--- src/rtl/uart_pkg.sv ---
// Shared UART definitions: line levels, frame size and receiver state encoding.
package uart_pkg;

   localparam logic UART_IDLE  = 1'b0;
   localparam logic UART_START = 1'b1;
   localparam logic UART_STOP  = 1'b0;
   localparam int   UART_NBITS = 8;

   typedef enum logic [2:0] {
      IDLE,
      START,
      DATA,
      STOP,
      BREAK
   } rx_state_t;

endpackage

--- src/rtl/uart_rx_bit_timer.sv ---
// Bit-period down-counter: loadable, ticks while the count sits at zero.
// With DIV==1 the count is always zero, so tick is constantly high.
module uart_bit_timer #(
   parameter int DIV = 1
) (
   input  logic                  clk,
   input  logic                  reset,
   input  logic                  load,
   input  logic [$clog2(DIV):0]  load_val,
   output logic                  tick
);

   localparam int CW = $clog2(DIV) + 1;

   logic [CW-1:0] cnt;

   // Count down to zero and park there until the next load
   always_ff @(posedge clk) begin
      if (reset)
         cnt <= '0;
      else if (load)
         cnt <= load_val;
      else if (cnt != '0)
         cnt <= cnt - CW'(1);
   end

   assign tick = (cnt == '0);

endmodule

--- src/rtl/uart_rx.sv ---
// UART receiver: idle-low line, start 1, 8 data bits LSB-first, stop 0.
// Emits each good byte with a one-cycle valid strobe and flags bad stop bits.
module uart_rx
   import uart_pkg::*;
#(
   parameter int DIV  = 1,
   parameter int SYNC = 0
) (
   input  logic       clk,
   input  logic       reset,
   input  logic       in,
   output logic [7:0] out,
   output logic       valid,
   output logic       ferr,
   output logic       busy
);

   localparam int            CW   = $clog2(DIV) + 1;
   localparam logic [CW-1:0] HALF = CW'((DIV > 1) ? (DIV / 2 - 1) : 0);
   localparam logic [CW-1:0] FULL = CW'(DIV - 1);

   logic          s;
   logic          tick;
   logic          load;
   logic [CW-1:0] load_val;
   rx_state_t     state;
   logic [2:0]    bit_cnt;
   logic [7:0]    shreg;

   generate
      if (SYNC == 0) begin : g_nosync
         assign s = in;
      end else begin : g_sync
         logic [SYNC-1:0] sync_q;

         // Input synchroniser chain; cleared on reset so the line reads idle
         always_ff @(posedge clk) begin
            if (reset) begin
               sync_q <= '0;
            end else begin
               sync_q[0] <= in;
               for (int i = 1; i < SYNC; i++)
                  sync_q[i] <= sync_q[i-1];
            end
         end

         assign s = sync_q[SYNC-1];
      end
   endgenerate

   uart_bit_timer #(.DIV(DIV)) u_timer (
      .clk      (clk),
      .reset    (reset),
      .load     (load),
      .load_val (load_val),
      .tick     (tick)
   );

   // Timer reload: half a bit after start detection, a full bit after each mid-bit sample
   always_comb begin
      load     = 1'b0;
      load_val = FULL;
      case (state)
         IDLE: begin
            if (s == UART_START) begin
               load     = 1'b1;
               load_val = HALF;
            end
         end
         START, DATA: begin
            if (tick)
               load = 1'b1;
         end
         default: ;
      endcase
   end

   // Frame decoder with registered strobes and byte output
   always_ff @(posedge clk) begin
      if (reset) begin
         state   <= IDLE;
         out     <= '0;
         valid   <= 1'b0;
         ferr    <= 1'b0;
         busy    <= 1'b0;
         bit_cnt <= '0;
      end else begin
         valid <= 1'b0;
         ferr  <= 1'b0;
         case (state)
            IDLE: begin
               if (s == UART_START) begin
                  busy    <= 1'b1;
                  bit_cnt <= '0;
                  state   <= (DIV == 1) ? DATA : START;
               end
            end
            START: begin
               if (tick) begin
                  if (s == UART_START) begin
                     state <= DATA;
                  end else begin
                     // Start bit gone by mid-bit: treat as a glitch
                     state <= IDLE;
                     busy  <= 1'b0;
                  end
               end
            end
            DATA: begin
               if (tick) begin
                  shreg <= {s, shreg[7:1]};
                  if (bit_cnt == 3'(UART_NBITS - 1))
                     state <= STOP;
                  else
                     bit_cnt <= bit_cnt + 3'd1;
               end
            end
            STOP: begin
               if (tick) begin
                  busy <= 1'b0;
                  if (s == UART_STOP) begin
                     out   <= shreg;
                     valid <= 1'b1;
                     state <= IDLE;
                  end else begin
                     ferr  <= 1'b1;
                     state <= BREAK;
                  end
               end
            end
            BREAK: begin
               // Hold off until the line returns idle so a stuck-high line is not re-framed
               if (s == UART_IDLE)
                  state <= IDLE;
            end
            default: state <= IDLE;
         endcase
      end
   end

endmodule

--- config.mk ---
export PLATFORM = sky130hd
export DESIGN_NAME = uart_rx
export DESIGN_NICKNAME = d
export VERILOG_FILES = /design/src/rtl/uart_pkg.sv /design/src/rtl/uart_rx_bit_timer.sv /design/src/rtl/uart_rx.sv
export SDC_FILE = /design/constraint.sdc
export NUM_CORES = 1
export LEC_CHECK = 0
export ABC_AREA = 0
export CAP_MARGIN = 10
export CORE_ASPECT_RATIO = 0.9
export CORE_MARGIN = 3
export CORE_UTILIZATION = 25
export DETAILED_ROUTE_END_ITERATION = 10
export PLACE_DENSITY = 0.49
export SETUP_SLACK_MARGIN = 0.02
export SYNTH_ARGS = -nofsm -noshare
export SYNTH_HDL_FRONTEND = slang
export SYNTH_SLANG_ARGS = --single-unit
export TNS_END_PERCENT = 5
--- constraint.sdc ---
create_clock -name clk -period 1.8 [get_ports clk]
set_input_delay 0.27 -clock clk [delete_from_list [all_inputs] [get_ports clk]]
set_output_delay 0.27 -clock clk [all_outputs]
set_load 0.03 [all_outputs]
# Word level (Yosys, flattened, before mapping)

Cells that the tools add are included.

Output and inout bits: 11
Bits in registers: 26
Input port bits: 3
Logic and storage cells: 60

Bitwise operators: 4
$add $sub $neg: 2
Multiplexer cells: 22
Reduce and logical (&&, ||, !) cells: 11
Eq/ne operators: 13

Operators by type and width:

| cell                | count |
|---|---|
| $mux 3              | 10 |
| $ne 2x2->1 const B  | 8 |
| $pmux 3 s5          | 1 |
| $mux 1              | 7 |
| $eq 3x2->1 const B  | 2 |
| $eq 3x3->1 const B  | 2 |
| $pmux 3 s2          | 1 |
| $reduce_and 3->1    | 2 |
| $reduce_and 6->1    | 1 |
| $reduce_or 3->1     | 2 |
| $reduce_and 5->1    | 1 |
| $not 1->1           | 4 |
| $reduce_and 4->1    | 1 |
| $add 3x1->3 const B | 1 |
| $eq 3x1->1 const B  | 1 |
| $logic_not 3->1     | 1 |
| $pmux 1 s3          | 1 |
| $reduce_bool 3->1   | 1 |
| $mux 2              | 1 |
| $pmux 1 s2          | 1 |
| $reduce_bool 2->1   | 1 |
| $reduce_or 2->1     | 1 |
| $sub 1x1->1 const B | 1 |

# Logic depth before layout (Yosys ltp)

Gate-level depths: netlist of the first run.

Depth in word-level cells: 4
Depth in mapped cells: 5
Gate-level depth less buffers: 5

# Hierarchy

From an unflattened synthesis of the first run, not the netlist that was laid out.

Cells, all modules: 96
Area total of the unflattened synthesis: 1101.1 um^2

Modules (own cells, without submodules):

| module         | area each (um^2) | cells an instance | instances |
|---|---|---|---|
| uart_rx        | 1068.5           | 93                | 1 |
| uart_bit_timer | 32.5             | 3                 | 1 |

# Least setup slack after synthesis of the first run

No wires, ideal clock.

Kind: reg-to-reg
Start point: register state[1]
End point: register shreg[0], enable pin
Clock period less this slack: 2.009 ns
Data arrival time: 1.611 ns
Data required time: 1.402 ns
Setup time: 0.398 ns
Path buffers: 0
Stages on the path, launching flop included: 3
Path slack: -0.209 ns
Cells stage by stage: dfxtp_1 -> and2b_1 -> nor4b_1

Cells in the longest elaborated chain, start to end: 2

RTL lines:

| element                           | RTL line       | RTL |
|---|---|---|
| from (decl)                       | uart_rx.sv:26  | `rx_state_t state;` |
| from (signal assigned)            | uart_rx.sv:95  | `state <= (DIV == 1) ? DATA : START;` |
| $eq 3x2->1                        | uart_rx.sv:90  | `case (state)` |
| $reduce_and 3->1 (no source line) | --             |  |
| to (signal assigned)              | uart_rx.sv:111 | `shreg <= {s, shreg[7:1]};` |
| to (decl)                         | uart_rx.sv:28  | `logic [7:0] shreg;` |

Every way passes these cells.
A chain may end at the register's enable or synchronous reset.

# Worst setup path in the final report of the first run

Start point: register busy
End point: output port busy

RTL lines:

| element                | RTL line       | RTL |
|---|---|---|
| from (decl)            | uart_rx.sv:15  | `output logic busy` |
| from (signal assigned) | uart_rx.sv:85  | `busy <= 1'b0;` |
| from (signal assigned) | uart_rx.sv:93  | `busy <= 1'b1;` |
| from (signal assigned) | uart_rx.sv:105 | `busy <= 1'b0;` |

No word-level cell between the ends.

==> results of run 1 <==
layout by cell type, fill, tap and decap left out:
cell type	instances
xor2_1	1
a32o_1	2
and4bb_1	1
a31o_1	1
mux2i_1	8
a21oi_1	2
nor3b_2	1
o31ai_1	1
conb_1	1
and3b_1	1
a22oi_1	1
nand2_1	2
nor2_1	4
nor2_8	1
nand2b_1	16
inv_1	1
a211oi_1	1
and2b_1	1
nor3_1	3
ha_1	2
buf_4	4
nor4b_2	1
bufinv_16	1
nor2b_1	2
or2b_1	1
nand4bb_4	1
edfxtp_1	8
clkbuf_8	3
dfxtp_1	18
a2111oi_0	1
clkdlybuf4s50_1	13
area by class of cell:
| type | instances | area [sq um] |
|---|---|---|
| Fill cell | 400 | 2550 |
| Sequential cell | 26 | 601 |
| Multi-Input combinational cell | 56 | 449 |
| Inverter | 1 | 3.75 |
| Clock inverter | 1 | 30.0 |
| Timing Repair Buffer | 17 | 160 |
| Clock buffer | 3 | 41.3 |
| Tap cell | 46 | 57.6 |
worst min path at each step:
stage                               to  slack (ns)  cells after the start
global placement    shreg[1]$_DFFE_PP_        0.44                      0
floorplan             valid$_SDFF_PP0_        0.35                      1
global route        shreg[6]$_DFFE_PP_        0.47                      0
detailed placement  shreg[2]$_DFFE_PP_        0.44                      0
CTS                 shreg[1]$_DFFE_PP_        0.47                      0
finish              shreg[6]$_DFFE_PP_        0.46                      0
metal layers:
| layer | global-route usage (%) | part of all wire, % | vias to the layer above |
|---|---|---|---|
| met2 | 12.7 | 48 | 11 |
| li1 | - | - | 338 |
| met1 | 9.84 | 46 | 306 |
| met5 | 0 | 0 | - |
| met4 | 2.00 | 0.46 | 0 |
| met3 | 3.27 | 4.6 | 2 |
power groups by stage:
stage          sequential, mW  clock, mW  combinational [mW]
4_1_cts                 0.624      0.507              0.0631
3_5_place_dp            0.637          0              0.0628
3_3_place_gp            0.637          0              0.0609
5_1_grt                 0.626      0.519              0.0698
6_report                0.624      0.479              0.0618
2_1_floorplan           0.638          0              0.0349
sequential cells by signal, indices dropped and copies added, names as in the netlist:
name	count
busy	1
shreg	8
bit_cnt	3
ferr	1
out	8
valid	1
state	3
u_timer.cnt	1
logic make-up (layout without fill, tap and decap cells):
| kind of cell | Yosys count | count (layout) | share of synthesized area [%] |
|---|---|---|---|
| and+or+nand+nor | 35 | 35 | 24.1 |
| xor gates and xnor gates | 1 | 1 | 0.827 |
| other | 1 | 1 | 0.354 |
| DFF | 26 | 26 | 56.7 |
| adders and majority gates | 2 | 2 | 2.36 |
| muxes | 8 | 8 | 7.56 |
| buffers and inverters | 4 | 22 | 1.53 |
| AOI/OAI and AO/OA | 9 | 9 | 6.61 |
==> metrics.csv, run 1 <==
stage,metric,value,unit
power,p_clk_share,41.1,%
logic_synthesis,yosys_warnings,0,
setup_path,max_stage_delay,0.68,ns
detailed_routing,avgRoutedWirePerCell,11.6,microns
power,seqPwrFrac,53.6,%
timing,setup_tns,0,ns
setup_path,crit_start,busy$_SDFFE_PP0P_,
cells_and_area,fin_cells,150,
setup_path,r2r_slack,0.28,ns
cts,insertion_delay,0.27,ns
timing,finalWorstSetupSlack,0.213,ns
timing,hold_viol_final,0,
cells_and_area,antenna_cells,0,
global_routing,antenna_found_initial,0,
setup_path,crit_type,reg -> out,
cells_and_area,finalInstanceArea,0.00134,sq mm
cts,numCtsBuffers,3,
timing,fin_hold_ws,0.459,ns
outcome,status,"finished, final reports clean",
logic_synthesis,synthCells,86,
setup_path,critPathTopFamily,buffers and inverters,
power,power.switching,0.223,mW
power,p_leak,0.475,nW
timing,min_period_over_period,88.2,%
setup_path,arrival,1.32,ns
global_routing,grt_usage,7.92,%
cts,clk_pin_slew,0.09,ns
detailed_routing,vias,657,
timing,rsz0062_at_grt,no,
logic_synthesis,ys_seq_elements,26,
logic_synthesis,synth_area_leaders,"dfxtp_1, edfxtp_1, nand2b_1, mux2i_1, nand4bb_4",
placed_design,globalplace.congestion,0.775,
timing,finalClockSkew,0.00430,ns
placed_design,port_buffers,13,
setup_path,reg2reg_to,bit_cnt[2]$_SDFFE_PP0P_,
setup_path,cp_cell_sequence,clkdlybuf4s50_1,
setup_path,path_max_fanout,3,
floorplan,die_x,74.6,microns
floorplan,fp.coreArea,0.00389,sq mm
floorplan,start_util,27.3,%
placed_design,dp_hpwl,1240,microns
cells_and_area,layout-area-overhead-vs-synth,26.7,%
setup_path,crit_path_start_kind,register,
power,p_comb_share,5.3,%
timing,finalMaxSlewViolations,0,
logic_synthesis,ys.flop_type,dfxtp_1,
setup_path,worstSetupPathDepth,1,
min_path,hp-class,reg -> reg,
run,maxCapViolations,0,
power,power.total,1.16,mW
timing,setup_viol,0,
global_routing,grt_pass1_wl,3030,microns
cells_and_area,drive_above_1_share,11.5,%
setup_path,rr_worst_depth,5,
logic_synthesis,yosysMostFrequentCell,dfxtp_1,
setup_path,r2r-start,bit_cnt[0]$_SDFFE_PP0P_,
floorplan,die_area,0.00506,sq mm
timing,timing.fmax,0.630,GHz
cts,hold_buffers,0,
detailed_routing,drt_iter0_drc,23,
detailed_routing,routed_wl,1750,microns
logic_synthesis,synth_area_leader_cell,dfxtp_1,
cts,cts_sinks,26,
placed_design,placed_cell_area,0.00127,sq mm
setup_path,crit_buf_inv,1,
setup_path,critPathCaptureType,output pin,
timing,fin_crit,1.59,ns
cts,post_cts_buffers,0,
power,intPower,0.941,mW
logic_synthesis,async_flop_share,0,%
cells_and_area,layout.nets,110,
floorplan,num_rows,21,
power,peakVddDrop,0.459,mV
detailed_routing,vias_per_cell,4.38,
placed_design,post-place-ws,0.271,ns
logic_synthesis,ys_types,29,
power,power.density,867,mW/mm^2
logic_synthesis,yosys-top-cells-count,"dfxtp_1, nand2b_1, edfxtp_1, mux2i_1, nor2_1",
detailed_routing,ant_nets,0,
floorplan,chipHeight,67.8,microns
global_routing,grt_pass1_vias,664,
logic_synthesis,syn-num-nets,91,
global_routing,overflow,0,
power,swShare,19.1,%
detailed_routing,drt_drc_violations_left,0,
placed_design,dp.cells,146,
cts,ctsResizeCount,0,
floorplan,ios,14,
setup_path,crit_slowest_cell,clkdlybuf4s50_1,
cells_and_area,post-route-util,34.5,%
logic_synthesis,synth-edff-count,8,
cts,cts_tree,done,
cts,cts_root_buf,clkbuf_8,
detailed_routing,first_pass_iters,3,
setup_path,endpoint,busy,
setup_path,crit_required,1.53,ns
logic_synthesis,yosys.area.top_type_share,34.0,%
logic_synthesis,ys_seq_area_share,56.7,%
min_path,min-delay-start,shreg[7]$_DFFE_PP_,
global_routing,grt_max_degree,16,
cts,cts_buffer_depth,2,
logic_synthesis,syn_avg_cell_area,12.3,sq um
logic_synthesis,syn_area,0.00106,sq mm
cts,htreeDepth,1,
Power figures use the tool's default switching activity.
==> run 2: changes to the inputs <==
MAX_ROUTING_LAYER = met4   (was default)
==> run 2 against run 1 <==
Net effect:
- critical path depth is the same
- clock-buffer cell count is the same
- maximum frequency is essentially flat
- final area is the same
- clock skew is essentially flat
- clock power is essentially flat
- non-clock buffer count is the same
- hold slack is essentially flat
- register-to-register slack is essentially flat
- die area is the same
- global-route usage grew 0.23 points
- critical path type unchanged
- largest power group unchanged
==> metrics.csv, run 2 (synthesis results as in run 1) <==
stage,metric,value,unit,change
floorplan,ios,14,,unchanged
placed_design,globalplace.congestion,0.786,,+1.4%
setup_path,crit_buf_inv,1,,unchanged
detailed_routing,ant_nets,0,,unchanged
setup_path,crit_required,1.53,ns,about the same
floorplan,die_area,0.00506,sq mm,unchanged
cts,cts_tree,done,,
cts,hold_buffers,0,,unchanged
power,power.total,1.16,mW,about the same
timing,setup_tns,0,ns,unchanged
setup_path,crit_type,reg -> out,,
power,intPower,0.941,mW,about the same
cells_and_area,layout_commonest_cell,dfxtp_1,,
power,power.switching,0.223,mW,about the same
timing,finalClockSkew,0.00426,ns,-0.0000348 ns
setup_path,r2r_slack,0.28,ns,about the same
global_routing,antenna_found_initial,0,,unchanged
placed_design,placed_cell_area,0.00127,sq mm,unchanged
cells_and_area,antenna_cells,0,,unchanged
global_routing,overflow,0,,unchanged
detailed_routing,drt_iter0_drc,23,,unchanged
cells_and_area,layout-area-overhead-vs-synth,26.7,%,unchanged
setup_path,crit_path_start_kind,register,,
floorplan,die_x,74.6,microns,unchanged
timing,timing.fmax,0.630,GHz,about the same
placed_design,post-place-ws,0.271,ns,unchanged
cts,post_cts_buffers,0,,unchanged
cells_and_area,largestRegisters,"out (8), shreg (8)",,
timing,rsz0062_at_grt,no,,
cts,cts_buffer_depth,2,,unchanged
run,maxCapViolations,0,,unchanged
setup_path,critPathCaptureType,output pin,,
outcome,status,"finished, final reports clean",,
cts,numCtsBuffers,3,,unchanged
cts,cts_root_buf,clkbuf_8,,
placed_design,dp.cells,146,,unchanged
timing,fin_crit,1.59,ns,-0.0000780 ns
global_routing,grt_pass1_wl,3020,microns,-0.23%
cells_and_area,drive_above_1_share,11.5,%,unchanged
placed_design,dp_hpwl,1240,microns,unchanged
power,swShare,19.1,%,about the same
timing,setup_viol,0,,unchanged
setup_path,crit_slowest_cell,clkdlybuf4s50_1,,
floorplan,start_util,27.3,%,unchanged
timing,finalMaxSlewViolations,0,,unchanged
setup_path,critPathTopFamily,buffers and inverters,,
cells_and_area,post-route-util,34.5,%,unchanged
global_routing,grt_usage,8.15,%,+0.23 points
setup_path,max_stage_delay,0.68,ns,about the same
floorplan,fp.coreArea,0.00389,sq mm,unchanged
detailed_routing,routed_wl,1730,microns,-0.63%
cts,ctsResizeCount,0,,unchanged
setup_path,cp_cell_sequence,clkdlybuf4s50_1,,
timing,min_period_over_period,88.2,%,about the same
setup_path,path_max_fanout,3,,unchanged
placed_design,port_buffers,13,,unchanged
detailed_routing,first_pass_iters,3,,unchanged
cells_and_area,layout.nets,110,,unchanged
detailed_routing,vias,661,,+0.61%
cts,htreeDepth,1,,unchanged
floorplan,num_rows,21,,unchanged
floorplan,chipHeight,67.8,microns,unchanged
timing,hold_viol_final,0,,unchanged
min_path,hp-class,reg -> reg,,
timing,fin_hold_ws,0.459,ns,+0.00000400 ns
power,power.density,867,mW/mm^2,about the same
global_routing,grt_pass1_vias,664,,unchanged
power,p_clk_share,41.1,%,about the same
detailed_routing,drt_drc_violations_left,0,,unchanged
cells_and_area,final_cell_mix,"dfxtp_1, nand2b_1, clkdlybuf4s50_1, mux2i_1, edfxtp_1",,
cells_and_area,finalInstanceArea,0.00134,sq mm,unchanged
timing,finalWorstSetupSlack,0.213,ns,+0.0000780 ns
cells_and_area,fin_cells,150,,unchanged
power,p_comb_share,5.3,%,about the same
cts,insertion_delay,0.27,ns,about the same
detailed_routing,vias_per_cell,4.41,,+0.61%
setup_path,arrival,1.32,ns,about the same
cells_and_area,fill_cells,400,,unchanged
power,peakVddDrop,0.459,mV,about the same
power,p_leak,0.475,nW,unchanged
power,seqPwrFrac,53.6,%,about the same
global_routing,grt_max_degree,16,,unchanged
cts,cts_sinks,26,,unchanged
detailed_routing,avgRoutedWirePerCell,11.6,microns,-0.63%
cts,clk_pin_slew,0.09,ns,about the same
## run 2: cell counts in the layout (fill, tap and decap cells not counted)
Identical to the previous run, type by type.
## run 2: power groups by stage
| stage | Combinational, mW | Clock [mW] | Sequential [mW] |
|---|---|---|---|
| 2_1_floorplan | 0.0349 | 0 | 0.638 |
| 3_5_place_dp | 0.0628 | 0 | 0.637 |
| 5_1_grt | 0.0698 | 0.519 | 0.626 |
| 4_1_cts | 0.0631 | 0.507 | 0.624 |
| 6_report | 0.0617 | 0.479 | 0.624 |
| 3_3_place_gp | 0.0609 | 0 | 0.637 |
## run 2: per-layer routing
layer  up-vias  wire (microns)  track usage (%)
met2        11             842             12.7
met4         0               8             2.00
met3         2              81             3.27
met5         -               0                -
li1        338               -                -
met1       310             802             9.84
## run 2: final timing paths
path                            from                      end  depth (start not counted)
max                busy$_SDFFE_PP0P_                     busy                          1
min               shreg[7]$_DFFE_PP_       shreg[6]$_DFFE_PP_                          0
max reg2reg  bit_cnt[0]$_SDFFE_PP0P_  bit_cnt[2]$_SDFFE_PP0P_                          5
min reg2reg       shreg[7]$_DFFE_PP_       shreg[6]$_DFFE_PP_                          0
## run 2: area by class of cell
cell class | instances | area, sq um | area share [%]
Inverter | 1 | 3.75 | 0.280
Tap cell | 46 | 57.6 | 4.29
Timing Repair Buffer | 17 | 160 | 11.9
Sequential cell | 26 | 601 | 44.7
Clock buffer | 3 | 41.3 | 3.08
Clock inverter | 1 | 30.0 | 2.24
Multi-Input combinational cell | 56 | 449 | 33.5
